## src/rtl/multdiv.sv

```systemverilog
// -----------------------------------------------------------------------------
// multdiv -- iterative 32-bit signed multiplier / divider.
//
// A start pulse latches both operands and the operation. The block then runs
// 32 single-bit iterations on the operand magnitudes: shift-add for multiply,
// restoring shift-subtract for divide. It applies the result sign and the
// exception flag on the edge that enters DONE.
//
// Ports
//   clock           in   rising-edge clock
//   ctrl_reset      in   asynchronous active-high reset
//   ctrl_MULT       in   one-cycle start pulse, signed multiply (wins over DIV)
//   ctrl_DIV        in   one-cycle start pulse, signed divide
//   data_operandA   in   multiplicand / dividend (sampled at start only)
//   data_operandB   in   multiplier / divisor   (sampled at start only)
//   data_result     out  low 32 bits of product, or truncated quotient
//   data_exception  out  product overflow, divide-by-zero or quotient overflow
//   data_resultRDY  out  one-cycle pulse while the result is valid
// -----------------------------------------------------------------------------
module multdiv (
  input  logic        clock,
  input  logic        ctrl_reset,
  input  logic        ctrl_MULT,
  input  logic        ctrl_DIV,
  input  logic [31:0] data_operandA,
  input  logic [31:0] data_operandB,
  output logic [31:0] data_result,
  output logic        data_exception,
  output logic        data_resultRDY
);

  typedef enum logic [1:0] {
    S_IDLE = 2'd0,
    S_BUSY = 2'd1,
    S_DONE = 2'd2
  } state_t;

  // Two's-complement magnitude; 0x80000000 maps to unsigned 2^31 unchanged.
  function automatic logic [31:0] f_mag(input logic [31:0] v);
    f_mag = v[31] ? (~v + 32'd1) : v;
  endfunction

  state_t      r_state;
  logic [4:0]  r_cnt;
  logic        r_is_div;
  logic        r_neg;       // sign of the final result
  logic        r_div_zero;
  logic [31:0] r_m;         // multiplicand (MULT) or divisor (DIV) magnitude
  logic [31:0] r_acc;       // product high half (MULT) or partial remainder (DIV)
  logic [31:0] r_lo;        // multiplier / product low half, or dividend / quotient
  logic [31:0] r_result;
  logic        r_exception;
  logic        r_rdy;

  logic        w_start;
  logic [32:0] w_add;
  logic [31:0] w_shl;
  logic [32:0] w_diff;
  logic [31:0] w_acc_nxt;
  logic [31:0] w_lo_nxt;
  logic [63:0] w_prod;
  logic [31:0] w_signed;
  logic [31:0] w_fin_result;
  logic        w_fin_exc;

  assign w_start        = ctrl_MULT | ctrl_DIV;
  assign data_result    = r_result;
  assign data_exception = r_exception;
  assign data_resultRDY = r_rdy;

  // One iteration of shift-add (MULT) or restoring shift-subtract (DIV).
  // In DIV the remainder is always below the divisor (<= 2^31), so its top bit
  // is zero and the shifted remainder fits in 32 bits.
  always_comb begin
    w_add  = {1'b0, r_acc} + {1'b0, (r_lo[0] ? r_m : 32'd0)};
    w_shl  = {r_acc[30:0], r_lo[31]};
    w_diff = {1'b0, w_shl} - {1'b0, r_m};
    w_acc_nxt = 32'd0;
    w_lo_nxt  = 32'd0;
    if (r_is_div) begin
      if (w_diff[32] == 1'b0) begin
        w_acc_nxt = w_diff[31:0];
        w_lo_nxt  = {r_lo[30:0], 1'b1};
      end else begin
        w_acc_nxt = w_shl;
        w_lo_nxt  = {r_lo[30:0], 1'b0};
      end
    end else begin
      w_acc_nxt = w_add[32:1];
      w_lo_nxt  = {w_add[0], r_lo[31:1]};
    end
  end

  // Final sign correction and exception flag, valid on the last iteration.
  always_comb begin
    w_prod       = {w_acc_nxt, w_lo_nxt};
    w_signed     = r_neg ? (~w_lo_nxt + 32'd1) : w_lo_nxt;
    w_fin_result = w_signed;
    w_fin_exc    = 1'b0;
    if (r_is_div) begin
      if (r_div_zero) begin
        w_fin_result = 32'd0;
        w_fin_exc    = 1'b1;
      end else begin
        // Only a positive quotient of 2^31 (0x80000000 / -1) can overflow.
        w_fin_result = w_signed;
        w_fin_exc    = ~r_neg & w_lo_nxt[31];
      end
    end else begin
      if (r_neg) begin
        w_fin_exc = (w_prod > 64'h0000_0000_8000_0000);
      end else begin
        w_fin_exc = (w_prod > 64'h0000_0000_7FFF_FFFF);
      end
    end
  end

  // Control FSM, datapath registers and registered outputs.
  always_ff @(posedge clock or posedge ctrl_reset) begin
    if (ctrl_reset) begin
      r_state     <= S_IDLE;
      r_cnt       <= 5'd0;
      r_is_div    <= 1'b0;
      r_neg       <= 1'b0;
      r_div_zero  <= 1'b0;
      r_m         <= 32'd0;
      r_acc       <= 32'd0;
      r_lo        <= 32'd0;
      r_result    <= 32'd0;
      r_exception <= 1'b0;
      r_rdy       <= 1'b0;
    end else if (w_start) begin
      // A start from any state restarts; an in-flight result is dropped.
      r_state    <= S_BUSY;
      r_cnt      <= 5'd0;
      r_is_div   <= ~ctrl_MULT;
      r_neg      <= data_operandA[31] ^ data_operandB[31];
      r_div_zero <= ~ctrl_MULT & (data_operandB == 32'd0);
      r_m        <= ctrl_MULT ? f_mag(data_operandA) : f_mag(data_operandB);
      r_lo       <= ctrl_MULT ? f_mag(data_operandB) : f_mag(data_operandA);
      r_acc      <= 32'd0;
      r_rdy      <= 1'b0;
    end else begin
      case (r_state)
        S_IDLE: begin
          r_rdy <= 1'b0;
        end
        S_BUSY: begin
          r_acc <= w_acc_nxt;
          r_lo  <= w_lo_nxt;
          r_cnt <= r_cnt + 5'd1;
          if (r_cnt == 5'd31) begin
            r_state     <= S_DONE;
            r_result    <= w_fin_result;
            r_exception <= w_fin_exc;
            r_rdy       <= 1'b1;
          end else begin
            r_rdy <= 1'b0;
          end
        end
        S_DONE: begin
          r_state <= S_IDLE;
          r_rdy   <= 1'b0;
        end
        default: begin
          r_state <= S_IDLE;
          r_rdy   <= 1'b0;
        end
      endcase
    end
  end

endmodule

```

## config.mk

```make
export PLATFORM = sky130hd
export DESIGN_NAME = multdiv
export DESIGN_NICKNAME = d
export VERILOG_FILES = /design/src/rtl/multdiv.sv
export SDC_FILE = /design/constraint.sdc
export NUM_CORES = 1
export LEC_CHECK = 0
export ABC_CLOCK_PERIOD_IN_PS = 8800
export CAP_MARGIN = 20
export CORE_MARGIN = 2
export CORE_UTILIZATION = 40
export CTS_CLUSTER_SIZE = 10
export DETAILED_ROUTE_END_ITERATION = 6
export PLACE_DENSITY = 0.59
export SETUP_SLACK_MARGIN = 0.4
export SKIP_LAST_GASP = 1
export SLEW_MARGIN = 30
export SYNTH_ARGS = -nofsm -noshare
export SYNTH_HDL_FRONTEND = slang
export SYNTH_SLANG_ARGS = --single-unit
```

## constraint.sdc

```tcl
create_clock -name clock -period 8.8 [get_ports clock]
set_input_delay 1.76 -clock clock [delete_from_list [all_inputs] [get_ports clock]]
set_output_delay 1.76 -clock clock [all_outputs]
set_load 0.005 [all_outputs]
```

==> impl_metrics.tcl <==
set metrics [dict create \
    outcome "finished, final reports clean" \
    cts_hold_buf 0 \
    grtUsageTotal 0.274 \
    synth_top_area_share 0.270 \
    design.core.area_um2 32300 \
    fin_hold_ws_ps 512 \
    totalWireLength_um 46100 \
    finalSetupTns_ps 0 \
    routabilityCongestion 0.937 \
    io_pins 102 \
    dr.first_iter.drc_count 1041 \
    synth-seq-area-share 0.270 \
    relative_max_transition_margin 0.409 \
    first_pass_iters 5 \
    signal_arrival_time_at_the_worst_endpoint_ps 6500 \
    timing.reg2reg.setup_slack_ps 2600 \
    global_route.overflow_total 0 \
    setup.worst_path.class "reg2reg" \
    average_instance_area_after_synthesis_um2 7.76 \
    postCtsResizedCells 0 \
    fp.dieArea_um2 34000 \
    viasPerCell 5.94 \
    clock-root-buffer "clkbuf_16" \
    synthCells 1676 \
    antenna_found_initial 0 \
    synthesis.nets 1815 \
    path_clk_slew_ps 70 \
    cts.path.max_buffers 2 \
    most_used_cells_in_the_layout_excluding_fill_and_tap_cells "199 x nand2_1, 143 x o21ai_0, 141 x nor2_1, 139 x dfrtp_1, 127 x a21oi_1" \
    post_drt_wl_per_cell_um 21.2 \
    die_y_um 184 \
    cap_violations 0 \
    pwr_density_cell_nw_per_um2 154 \
    ys_types 76 \
    ys_ff_latch 140 \
    hold_path.class "reg2reg" \
    postLayoutCoreUtil 0.462 \
    fin_crit_ps 6200 \
    async_flop_share 1.00 \
    grt_setup_unrepaired "no" \
    cts_num_sinks 140 \
    starting_density 0.403 \
    detail_route.drc_violations 0 \
    clock_tree.htree_level_count 4 \
    mappedNetlistArea_um2 13000 \
    yosys_warnings 0 \
    grt_pass1_wl_um 71400 \
    mostFrequentLayoutCell "nand2_1" \
    startpoint_type "flop" \
    insertion_delay_ps 440 \
    post-route-period-util 0.704 \
    critPathMaxFanout 8 \
    finalSetupViolations 0 \
    finalNetCount 1854 \
    number_of_synthesized_flops_with_an_enable_pin 0 \
    fmaxAchievable_mhz 161 \
    largest_net_degree_at_the_start_of_global_routing 88 \
    core.rowCount 66 \
    postSynth.topFlopCell "dfrtp_1" \
    finalHoldViolations 0 \
    number_of_global_route_vias_before_repair 12100 \
    place.port_buffers 101 \
    flow.area_growth_from_synthesis_pct 14.8 \
    finalMaxSlewViolations 0 \
    die_x_um 184 \
    total_power_w 0.00230 \
    leakage_nw 6.35 \
    total_cts_buffers 17 \
    irDropWorstVdd_v 0.000118 \
    timing.clock.skew_ps 12.9 \
    synth_top_cells_by_area "dfrtp_1 27%, ha_1 6.6%, nand2_1 5.7%, o21ai_0 5.5%, xor2_1 5.5%" \
    cts_setup_buffers 0 \
    crit_required_ps 9100 \
    antenna_left 0 \
    tritoncts "built" \
    hpwlAfterDp_um 35000 \
    cell_taking_the_most_area_after_synthesis "dfrtp_1" \
    worstSetupEndpointType "flop" \
    diodes 0 \
    layout-drive-gt1-share 0.0475 \
    routed-via-count 12900 \
    measured_slew_at_the_worst_slew_check_pin_ps 875 \
]
==> metal layers <==
metal | vias up | global-route usage | share of wire
met5 | - | 0 | 0
li1 | 6173 | - | -
met2 | 461 | 0.438 | 0.45
met3 | 59 | 0.0358 | 0.056
met1 | 6193 | 0.377 | 0.46
met4 | 0 | 0.106 | 0.034
==> logic make-up after synthesis <==
family                   after synthesis  synth area share
AO/OA/AOI/OAI                        560             0.279
XOR/XNOR                             136            0.0916
adder cells (fa/ha/maj)               71            0.0695
buffers and inverters                162            0.0474
flip-flops                           140             0.270
multiplexers                          43            0.0334
AND/OR/NAND/NOR                      564             0.209
==> through the flow <==
stage                     cells  area (um2)  worst slack [ps]
after floorplan            1676       13000              3290
after global routing       2170       14900              2220
after global placement     2138       14300              2980
after detailed placement   2138       14300              2760
after CTS                  2170       14900              2730
final                      2170       14900              2600
==> cell type report <==
cell class | count | area (um2)
Clock buffer | 18 | 439
Clock inverter | 14 | 148
Fill cell | 3226 | 17400
Inverter | 62 | 238
Multi-Input combinational cell | 1374 | 8890
Sequential cell | 140 | 3510
Tap cell | 442 | 553
Timing Repair Buffer | 120 | 1140
==> critical path, stage by stage (launching register included) <==
cell	delay, ps
dfrtp_1	400
inv_1	80
ha_1	210
fa_1	210
nand2b_1	160
a21o_1	190
a31o_2	210
a21oi_1	150
nor3_1	750
buf_4	320
nor2_1	140
a21oi_1	330
ha_1	300
o2111ai_1	240
or3_1	510
or2_1	300
or2_1	270
o21ai_0	270
nand3b_1	120
nor4bb_1	330
nand4_1	130
nor4_1	310
a31oi_1	130
==> registers in the layout, summed over array words and instances (netlist names) <==
| signal | count |
|---|---|
| r_lo | 32 |
| r_state | 2 |
| data_exception | 1 |
| r_div_zero | 1 |
| r_is_div | 1 |
| r_cnt | 5 |
| data_resultRDY | 1 |
| r_m | 32 |
| data_result | 32 |
| r_neg | 1 |
| r_acc | 32 |
==> path summary, 6_finish.rpt <==
check / to / cells after the start / from
worst min register to register: data_result[30] / 1 / data_result[30]
worst max register to register: data_exception / 22 / r_lo[31]
worst max-delay path: data_exception / 22 / r_lo[31]
worst min-delay path: data_result[30] / 1 / data_result[30]
min in group asynchronous: r_m[14] / 2 / ctrl_reset
max in group asynchronous: r_is_div / 3 / ctrl_reset
==> synth_stat cells, drive strengths merged, types with 4 or more instances <==
cell       n
or3       21
or4       12
a21oi    128
nor3      34
nor4      13
o21a      10
a21o      31
o311ai     4
and3       6
a21boi     6
mux2i     40
or2       10
xnor2     55
and2      36
o211ai    14
ha        69
clkbuf    81
o41ai      8
o21ai    147
a31oi     19
nor2     142
nand2    199
a211o      5
o2111ai    4
a211oi    93
dfrtp    140
inv       62
a2111oi    4
a22o      33
and4       4
o31ai     22
nand3     23
nand2b    19
buf       19
nor3b      5
o21bai     5
nand4     17
xor2      81
nor2b     10
==> power by group <==
part	leakage, nW	internal, W	switching, W
sequential	1.79	0.000689	0.0000613
clock	0.291	0.000388	0.000359
combinational	4.27	0.000296	0.000510
(Power assumes the default switching activity.)
